$ cat config.mk
export PLATFORM = sky130hd
export DESIGN_NAME = alu_mc_sequencer_flat
export DESIGN_NICKNAME = d
export VERILOG_FILES = /design/src/rtl/alu_mc_sequencer_pkg.sv /design/src/rtl/alu_mc_sequencer_if.sv /design/src/rtl/alu_mc_sequencer_mul_iter.sv /design/src/rtl/alu_mc_sequencer.sv /design/src/flat_wrapper.sv
export SDC_FILE = /design/constraint.sdc
export NUM_CORES = 1
export LEC_CHECK = 0
export ABC_CLOCK_PERIOD_IN_PS = 5300
export CAP_MARGIN = 20
export CORE_UTILIZATION = 53
export CTS_BUF_LIST = sky130_fd_sc_hd__clkbuf_4
export CTS_CLUSTER_DIAMETER = 150
export DETAILED_ROUTE_END_ITERATION = 7
export GPL_TIMING_DRIVEN = 0
export PLACE_DENSITY = 0.73
export SETUP_SLACK_MARGIN = 0.2
export SYNTH_ARGS = -nofsm -noshare
export SYNTH_HDL_FRONTEND = slang
export SYNTH_SLANG_ARGS = --single-unit
$ cat constraint.sdc
create_clock -name clk_i -period 5.3 [get_ports clk_i]
set_clock_uncertainty 0.2 [all_clocks]
set_input_delay 0.795 -clock clk_i [delete_from_list [all_inputs] [get_ports clk_i]]
set_output_delay 0.795 -clock clk_i [all_outputs]
set_load 0.02 [all_outputs]
$ cat src/rtl/alu_mc_sequencer_pkg.sv
// alu_pkg: constants shared by ALU control, the ALU and the multi-cycle
// sequencer.
//   - alu_op_e    : 3-bit ALU control codes (7 is the illegal code)
//   - seq_state_e : sequencer state encoding
//   - DEFAULT_WIDTH : default datapath width
package alu_pkg;

  localparam int DEFAULT_WIDTH = 32;

  typedef enum logic [2:0] {
    ALU_ADD     = 3'd0,
    ALU_XOR     = 3'd1,
    ALU_SLL     = 3'd2,
    ALU_SUB     = 3'd3,
    ALU_MUL     = 3'd4,
    ALU_SRA     = 3'd5,
    ALU_AND     = 3'd6,
    ALU_ILLEGAL = 3'd7
  } alu_op_e;

  typedef enum logic {
    ST_IDLE = 1'b0,
    ST_MUL  = 1'b1
  } seq_state_e;

endpackage

$ cat src/rtl/alu_mc_sequencer_if.sv
// alu_mc_sequencer_if: request/response bundle between the decode stage
// (master) and the multi-cycle ALU sequencer (slave).
//   start_i, ALUCtrl_i, data1_i, data2_i, flush_i : request side (master drives)
//   ready_o, busy_o, done_o, result_o, illegal_o  : response side (slave drives)
interface alu_mc_sequencer_if #(
  parameter int WIDTH = 32
);
  logic             start_i;
  logic [2:0]       ALUCtrl_i;
  logic [WIDTH-1:0] data1_i;
  logic [WIDTH-1:0] data2_i;
  logic             flush_i;
  logic             ready_o;
  logic             busy_o;
  logic             done_o;
  logic [WIDTH-1:0] result_o;
  logic             illegal_o;

  modport master (
    output start_i, ALUCtrl_i, data1_i, data2_i, flush_i,
    input  ready_o, busy_o, done_o, result_o, illegal_o
  );

  modport slave (
    input  start_i, ALUCtrl_i, data1_i, data2_i, flush_i,
    output ready_o, busy_o, done_o, result_o, illegal_o
  );
endinterface

$ cat src/rtl/alu_mc_sequencer_mul_iter.sv
// alu_mul_iter: radix-2 shift-add multiply datapath.
//   clk_i, rst_i : clock, async active-high reset
//   load_i       : capture operands, clear accumulator
//   step_i       : perform one iteration
//   last_i       : current step is the final one (accumulator is cleared)
//   data1_i      : multiplicand at load
//   data2_i      : multiplier at load
//   product_o    : accumulator plus this iteration's partial term
module alu_mul_iter #(
  parameter int WIDTH = 32
) (
  input  logic             clk_i,
  input  logic             rst_i,
  input  logic             load_i,
  input  logic             step_i,
  input  logic             last_i,
  input  logic [WIDTH-1:0] data1_i,
  input  logic [WIDTH-1:0] data2_i,
  output logic [WIDTH-1:0] product_o
);
  logic [WIDTH-1:0] mcand_reg;
  logic [WIDTH-1:0] mplier_reg;
  logic [WIDTH-1:0] acc_reg;
  logic [WIDTH-1:0] term;

  assign term      = mplier_reg[0] ? mcand_reg : '0;
  // Final value is taken combinationally so the result lands on the last edge.
  assign product_o = acc_reg + term;

  always_ff @(posedge clk_i or posedge rst_i) begin
    if (rst_i) begin
      mcand_reg  <= '0;
      mplier_reg <= '0;
      acc_reg    <= '0;
    end else if (load_i) begin
      mcand_reg  <= data1_i;
      mplier_reg <= data2_i;
      acc_reg    <= '0;
    end else if (step_i) begin
      mcand_reg  <= mcand_reg << 1;
      mplier_reg <= mplier_reg >> 1;
      acc_reg    <= last_i ? '0 : product_o;
    end
  end
endmodule

$ cat src/rtl/alu_mc_sequencer.sv
// alu_mc_sequencer: multi-cycle ALU sequencer. Single-cycle ops complete on
// the accept edge; MUL takes WIDTH shift-add iterations.
//   clk_i, rst_i : clock, async active-high reset
//   bus (slave)  : start/ready request, op code, operands, flush;
//                  busy (MUL in flight), done pulse, result, illegal flag
module alu_mc_sequencer
  import alu_pkg::*;
#(
  parameter int WIDTH = DEFAULT_WIDTH
) (
  input  logic                clk_i,
  input  logic                rst_i,
  alu_mc_sequencer_if.slave   bus
);
  localparam int CW = (WIDTH > 1) ? $clog2(WIDTH) : 1;

  seq_state_e       state_reg, state_next;
  logic [CW-1:0]    cnt_reg;
  logic [WIDTH-1:0] result_reg;
  logic             done_reg;
  logic             illegal_reg;

  logic             accept;
  logic             is_mul;
  logic             last_iter;
  logic             mul_load;
  logic             mul_step;
  logic [WIDTH-1:0] op_res;
  logic [WIDTH-1:0] product;
  logic [4:0]       shamt;
  alu_op_e          op;

  assign op        = alu_op_e'(bus.ALUCtrl_i);
  assign shamt     = bus.data2_i[4:0];
  assign is_mul    = (op == ALU_MUL);
  // A flush in IDLE drops a simultaneous request.
  assign accept    = bus.start_i && (state_reg == ST_IDLE) && !bus.flush_i;
  assign last_iter = (cnt_reg == CW'(WIDTH - 1));

  // State register
  always_ff @(posedge clk_i or posedge rst_i) begin
    if (rst_i) state_reg <= ST_IDLE;
    else       state_reg <= state_next;
  end

  // Next-state logic
  always_comb begin
    state_next = state_reg;
    case (state_reg)
      ST_IDLE: if (accept && is_mul) state_next = ST_MUL;
      ST_MUL:  if (bus.flush_i || last_iter) state_next = ST_IDLE;
      default: state_next = ST_IDLE;
    endcase
  end

  // Output / control decode
  always_comb begin
    bus.ready_o = (state_reg == ST_IDLE);
    bus.busy_o  = (state_reg == ST_MUL);
    mul_load    = accept && is_mul;
    mul_step    = (state_reg == ST_MUL) && !bus.flush_i;
  end

  // Single-cycle op evaluation
  always_comb begin
    op_res = '0;
    case (op)
      ALU_ADD: op_res = bus.data1_i + bus.data2_i;
      ALU_SUB: op_res = bus.data1_i - bus.data2_i;
      ALU_XOR: op_res = bus.data1_i ^ bus.data2_i;
      ALU_AND: op_res = bus.data1_i & bus.data2_i;
      ALU_SLL: op_res = bus.data1_i << shamt;
      ALU_SRA: op_res = $signed(bus.data1_i) >>> shamt;
      default: op_res = '0;
    endcase
  end

  alu_mul_iter #(.WIDTH(WIDTH)) u_mul (
    .clk_i     (clk_i),
    .rst_i     (rst_i),
    .load_i    (mul_load),
    .step_i    (mul_step),
    .last_i    (last_iter),
    .data1_i   (bus.data1_i),
    .data2_i   (bus.data2_i),
    .product_o (product)
  );

  // Iteration counter
  always_ff @(posedge clk_i or posedge rst_i) begin
    if (rst_i)         cnt_reg <= '0;
    else if (mul_load) cnt_reg <= '0;
    else if (mul_step) cnt_reg <= cnt_reg + 1'b1;
  end

  // Registered completion outputs; a flush leaves result/illegal untouched.
  always_ff @(posedge clk_i or posedge rst_i) begin
    if (rst_i) begin
      result_reg  <= '0;
      done_reg    <= 1'b0;
      illegal_reg <= 1'b0;
    end else begin
      done_reg <= 1'b0;
      if (accept && !is_mul) begin
        result_reg  <= op_res;
        illegal_reg <= (op == ALU_ILLEGAL);
        done_reg    <= 1'b1;
      end else if (mul_step && last_iter) begin
        result_reg  <= product;
        illegal_reg <= 1'b0;
        done_reg    <= 1'b1;
      end
    end
  end

  assign bus.result_o  = result_reg;
  assign bus.done_o    = done_reg;
  assign bus.illegal_o = illegal_reg;
endmodule

$ cat src/flat_wrapper.sv
// flat-port wrapper written by rule: the top's interface ports become plain ports
module alu_mc_sequencer_flat import alu_pkg::*;
#(
  parameter int WIDTH = DEFAULT_WIDTH
)
  (clk_i, rst_i, bus_start_i, bus_ALUCtrl_i, bus_data1_i, bus_data2_i, bus_flush_i, bus_ready_o, bus_busy_o, bus_done_o, bus_result_o, bus_illegal_o);
  alu_mc_sequencer_if #(.WIDTH(WIDTH)) bus_i ();
  input  logic clk_i;
  input  logic rst_i;
  input wire logic [$bits(bus_i.start_i)-1:0] bus_start_i;
  input wire logic [$bits(bus_i.ALUCtrl_i)-1:0] bus_ALUCtrl_i;
  input wire logic [$bits(bus_i.data1_i)-1:0] bus_data1_i;
  input wire logic [$bits(bus_i.data2_i)-1:0] bus_data2_i;
  input wire logic [$bits(bus_i.flush_i)-1:0] bus_flush_i;
  output wire logic [$bits(bus_i.ready_o)-1:0] bus_ready_o;
  output wire logic [$bits(bus_i.busy_o)-1:0] bus_busy_o;
  output wire logic [$bits(bus_i.done_o)-1:0] bus_done_o;
  output wire logic [$bits(bus_i.result_o)-1:0] bus_result_o;
  output wire logic [$bits(bus_i.illegal_o)-1:0] bus_illegal_o;
  assign bus_i.start_i = bus_start_i;
  assign bus_i.ALUCtrl_i = bus_ALUCtrl_i;
  assign bus_i.data1_i = bus_data1_i;
  assign bus_i.data2_i = bus_data2_i;
  assign bus_i.flush_i = bus_flush_i;
  assign bus_ready_o = bus_i.ready_o;
  assign bus_busy_o = bus_i.busy_o;
  assign bus_done_o = bus_i.done_o;
  assign bus_result_o = bus_i.result_o;
  assign bus_illegal_o = bus_i.illegal_o;
  alu_mc_sequencer #(.WIDTH(WIDTH)) u_core (.clk_i(clk_i), .rst_i(rst_i), .bus(bus_i));
endmodule
### Yosys cells after proc, flatten, opt, wreduce, memory -nomap -nowiden

Cells that the tools add are included.

| storage, ports and cells | value |
|---|---|
| register bits | 136 |
| bits of input ports | 71 |
| output and inout port bits | 36 |
| logic and storage cells | 57 |

| operators by class | value |
|---|---|
| $add $sub $neg | 4 |
| eq/ne operators | 8 |
| shift-type cells | 2 |
| mux-type cells | 20 |
| bitwise gates (word level) | 3 |
| reduce and logical (&&, ||, !) cells | 12 |

Operator list:

| operator | number |
|---|---|
| two-way mux 32 bit | 10 |
| case mux 32 bit (6 select lines) | 1 |
| adder 32 bit | 2 |
| AND 32 bit | 1 |
| << shifter 32 x 5 -> 32 bit | 1 |
| >>> shifter 32 x 5 -> 32 bit | 1 |
| subtractor 32 bit | 1 |
| bitwise XOR 32 bit | 1 |
| == test 3 bit, second input constant | 4 |
| two-way mux 5 bit | 2 |
| == test 3 x 2 -> 1 bit, second input constant | 2 |
| logical AND 1 bit | 6 |
| two-way mux 1 bit | 6 |
| adder 5 x 1 -> 5 bit, second input constant | 1 |
| == test 5 bit, second input constant | 1 |
| nonzero test 2 bit | 2 |
| == test 3 x 1 -> 1 bit, second input constant | 1 |
| logical NOT 3 bit | 1 |
| logical NOT 1 bit | 2 |
| case mux 1 bit (2 select lines) | 1 |
| logical OR 1 bit | 1 |
| inverter 1 bit | 1 |

### Depth between registers and ports, before layout

| logic depth | value |
|---|---|
| depth in word-level cells | 6 |
| mapped depth | 22 |
| gate-level depth less buffers | 18 |

### Hierarchy

Synthesis repeated with hierarchy kept, for this count alone.

| second synthesis, totals | value |
|---|---|
| cell total of the unflattened synthesis | 1808 |
| area total of the unflattened synthesis | 14620.3 um2 |

Modules (own cells, without submodules):

| module | times used | cells an instance | area each (um2) | seq. area each (um2) |
|---|---|---|---|---|
| alu_mc_sequencer | 1 | 1173 | 8698.3 | 1001.0 |
| alu_mul_iter | 1 | 635 | 5921.9 | 2402.3 |

### Worst setup path before layout

OpenSTA, ideal clock, no wires.

| timing path | value |
|---|---|
| kind | input to register |
| from | in bus_data2_i[0] |
| to | reg u_core.result_reg[31], in the netlist u_core.bus.result_o[31] |
| library setup time | 0.127 ns |
| arrival time | 4.548 ns |
| required time | 4.973 ns |
| path slack | 0.425 ns |
| stages on the path | 22 |
| path buffers | 4 |
| path through | buf_6 -> buf_6 -> inv_1 -> buf_2 -> ha_1 -> nand3_1 -> or3_1 -> nor2_1 -> nand2_1 -> o31a_1 -> xnor2_1 -> ha_1 -> clkbuf_1 -> a21oi_1 -> nor2b_1 -> a211oi_1 -> o21ba_2 -> o21bai_1 -> mux2i_1 -> o211ai_2 -> nor3b_1 -> a21oi_2 |

| on the way | value |
|---|---|
| cells in the longest elaborated chain, start to end | 3 |
| elaborated cells between the ends (all ways) | 6 |
| those cells by class | 2 x add/sub; 2 x shift; 2 x mux |

RTL lines:

| item | line | source |
|---|---|---|
| from (decl) | flat_wrapper.sv:13 | `input wire logic [$bits(bus_i.data2_i)-1:0] bus_data2_i;` |
| subtractor 32 bit, or another cell as far along | alu_mc_sequencer.sv:69 | `ALU_SUB: op_res = bus.data1_i - bus.data2_i;` |
| case mux 32 bit (6 select lines) (*) | alu_mc_sequencer.sv:67 | `case (op)` |
| two-way mux 32 bit (*) | alu_mc_sequencer.sv:104 | `if (accept && !is_mul) begin` |
| to (signal assigned) | alu_mc_sequencer.sv:105 | `result_reg <= op_res;` |
| to (signal assigned) | alu_mc_sequencer.sv:109 | `result_reg <= product;` |
| to (decl) | alu_mc_sequencer.sv:19 | `logic [WIDTH-1:0] result_reg;` |

Mark *: on every way between the ends. The rest lies on a longest branch, timed or not.
A chain may end at the register's enable or synchronous reset.

### Worst setup path after layout

| timing path | value |
|---|---|
| from | in bus_data2_i[2] |
| to | reg u_core.result_reg[23], in the netlist u_core.bus.result_o[23] |

The elaborated chain is that of the path after synthesis.

==> impl_metrics.ini <==
[run_status]
status = complete, but fails checks
violations = design-rule violations

[setup_path]
critPathMaxFanout = 10
critPathLaunchType = primary input
end_kind = flop
worstPathArrival_ps = 5300
r2r_cells = 12
crit_type = primary input to flop
cp.required_ps = 5570

[yosys]
synthMuxAreaShare_pct = 16.1
synth_top_family_by_area = compound AO/OA/AOI/OAI gates
avgSynthCellArea_um2 = 8.51
synth_area_um2 = 14600
yosysWarnings = 0
syn-num-nets = 1896
ys_ff_latch = 136
synth_compound_area_share_pct = 25.9
synth_edf_count = 0
ys_seq_area_share_pct = 23.2
synthCells = 1721
synthXorXnorAreaFrac_pct = 5.09
synth-simple-area-share_pct = 16.2
async_reset_ff_share_pct = 100
synth_cell_types = 93
synthAdderAreaFrac_pct = 8.99
synth-main-ff-cell = dfrtp_1

[grt]
grt_usage_pct = 45.5
grt_max_degree = 77
antenna_found_initial = 2
grt_first_pass_wirelength_mm = 95.1
grt_pass1_vias = 14996
overflow = 0

[pwr]
ir_drop_uv = 176
total_power_mw = 4.15
seqPwrFrac_pct = 35.1
power_density_nw_per_um2 = 248
switchingPower_mw = 1.81
power.switching_fraction_pct = 43.7
p_comb_share_pct = 48.2
power_frac_clock_pct = 16.7
cellInternalPower_mw = 2.34
p_leak_nw = 7.32

[cts]
ctsHtreeMaxLevel = 4
clock_latency_ps = 600
hold_buffers = 0
cts_tree = yes
cts.sinks = 136
cts_made_buffers = 17
root_buffer = clkbuf_4
clk_pin_slew_ps = 140
clk_path_buf_depth = 2

[worst_hold_path]
holdPathStages = 2
hold_path_class = flop to flop

[sta]
worst_pin_slew_ps = 1160
holdWs_ps = 294
relSlewSlack_pct = 22.6
fin_ws_ps = 266
hold_viol = 0
final_max_slew_viol_count = 0
min_period_ps = 5030
setup_viol = 0
rsz0062_at_grt = yes
clock.fmax_mhz = 199
fin_crit_sh_pct = 95.0

[detailed_routing]
ant_nets = 0
wl_met3_mm = 8.35
dr.pass1.iters = 8
wl_met1_mm = 24.3
wl_mm = 64.7
drtIter0Drc = 2629
drt-wirelength-per-cell_um = 29.3
met2WireLength_mm = 27.7
num_vias = 15829
routed_via_density = 7.17
top_layer = met5
drc = 10

[floorplan]
die_w_um = 168
pin_count = 107
initial_core_util_pct = 54.2
die_area_um2 = 28300
fp.dieH_um = 168
coreArea_um2 = 27000
fp-row-count = 60

[layout]
area_growth_syn_to_layout_pct = 14.4
finalInstanceArea_um2 = 16800
drive_gt1_share_pct = 11.8
nNetsFinal = 2029

[placed_design]
port_buffers = 106
routabilityCongestion = 1.04
dp_worst_setup_slack_ps = -1520
post-dp-hpwl_mm = 49.3
post_dp_cell_area_um2 = 16200

[flow_run]
drv_cap = 0
[metal layers]
layer | up-vias | global-route usage, %
met1 | 7518 | 59.6
met3 | 290 | 11.0
met4 | 2 | 25.4
met5 | - | 0
li1 | 6746 | -
met2 | 1273 | 69.2
[critical path: stages]
cell and delay (ps):
clkdlybuf4s50_1 510, buf_2 210, clkbuf_4 260, buf_4 260, buf_4 270, nor3_2 90
a21oi_1 230, xnor2_1 100, ha_1 380, o21ai_1 100, a21oi_1 160, o31ai_1 130
a2111o_1 550, buf_4 190, a21oi_2 190, nor2_1 110, o2111a_1 290, a211oi_4 350
o22ai_1 120
[power by group through the flow]
stage / logic (mW) / clock network, mW / registers, mW
detailed placement: 1.89 / 0 / 1.47
CTS: 1.92 / 0.691 / 1.45
finish: 2.00 / 0.693 / 1.46
floorplan: 1.19 / 0 / 1.47
global route: 2.13 / 0.735 / 1.48
global placement: 1.85 / 0 / 1.46
[what timing repair did]
action,in CTS,in global routing
pin swaps,3,11
resized for setup,39,52
setup buffers,0,8
endpoints found under the setup margin,27,17
[synthesized netlist by cell type, types with 6 or more instances]
| library cell | n | area share, % |
|---|---|---|
| a211o_1 | 6 | 0.36 |
| a211oi_1 | 22 | 1.1 |
| a21o_1 | 35 | 1.8 |
| a21oi_1 | 110 | 3.8 |
| a221o_1 | 6 | 0.41 |
| a221oi_1 | 12 | 0.72 |
| a222oi_1 | 17 | 1.2 |
| a22o_1 | 28 | 1.7 |
| a22oi_1 | 37 | 1.9 |
| a31oi_1 | 23 | 0.98 |
| and2_1 | 41 | 1.8 |
| buf_1 | 8 | 0.21 |
| buf_2 | 15 | 0.51 |
| clkbuf_1 | 92 | 2.4 |
| dfrtp_1 | 136 | 23 |
| ha_1 | 102 | 8.7 |
| inv_1 | 32 | 0.82 |
| mux2_2 | 22 | 1.7 |
| mux2i_1 | 69 | 4.7 |
| mux4_2 | 63 | 9.7 |
| nand2_1 | 193 | 4.9 |
| nand2b_1 | 10 | 0.43 |
| nand3_1 | 19 | 0.65 |
| nand4_1 | 9 | 0.38 |
| nor2_1 | 166 | 4.3 |
| nor2b_1 | 7 | 0.30 |
| nor3_1 | 36 | 1.2 |
| o211ai_1 | 11 | 0.56 |
| o21a_1 | 9 | 0.46 |
| o21ai_0 | 142 | 4.9 |
| o21bai_1 | 11 | 0.56 |
| o221ai_1 | 10 | 0.60 |
| o22ai_1 | 12 | 0.51 |
| o31ai_1 | 16 | 0.82 |
| or3_1 | 13 | 0.56 |
| xnor2_1 | 48 | 2.9 |
| xor2_1 | 34 | 2.0 |
[cell families after synthesis]
logic type	count (synthesis)
simple gates	525
buf+inv	158
xor+xnor	83
fa+ha+maj	104
compound gates	561
flops	136
mux	154
[per-stage QoR]
stage                     std cells  TNS (ps)  utilization [%]
final                          2207         0             62.0
after global routing           2207         0             62.0
after CTS                      2198         0             61.2
after detailed placement       2169    -26900             59.8
after global placement         2168   -180310             59.7
after floorplan                1721         0                -
[cell type report]
class / count / area, µm²
fill: 2350 / 10300
clock inverter: 13 / 131
buffer: 122 / 576
tap: 341 / 427
antenna: 1 / 2.50
inverter: 35 / 141
clock buffer: 17 / 128
multi-input combinational: 1427 / 10800
timing repair buffer: 115 / 1160
sequential: 136 / 3400
[path summary, 6_finish.rpt]
path | startpoint | to | slack, ps
setup / recovery | bus_data2_i[2] | u_core.bus.result_o[23]$_DFFE_PP0P_ | 270
hold / removal | u_core.u_mul.mplier_reg[17]$_DFFE_PP0P_ | u_core.u_mul.mplier_reg[17]$_DFFE_PP0P_ | 290
setup reg to reg | u_core.u_mul.mplier_reg[0]$_DFFE_PP0P_ | u_core.bus.result_o[22]$_DFFE_PP0P_ | 1310
hold reg to reg | u_core.u_mul.mplier_reg[17]$_DFFE_PP0P_ | u_core.u_mul.mplier_reg[17]$_DFFE_PP0P_ | 290
max in group asynchronous | rst_i | u_core.u_mul.mplier_reg[5]$_DFFE_PP0P_ | 3710
min in group asynchronous | rst_i | u_core.u_mul.acc_reg[27]$_DFFE_PP0P_ | 400
[placed cells by master (no fill, tap or decap), drive strengths merged, types with 16 or more instances in the layout]
master and count:
dfrtp 136, nor3 37, mux2 22, a21o 35, nor2 167, a22oi 37, mux2i 69, mux4 63
a31oi 25, xnor2 49, o31ai 16, o21ai 145, clkdlybuf4s50 101, ha 102, a222oi 17, nand3 19
a22o 28, nand2 193, and2 41, a211oi 23, buf 40, inv 34, a21oi 113, xor2 34
clkbuf 108
No activity file was read; power rests on OpenSTA's default activity.
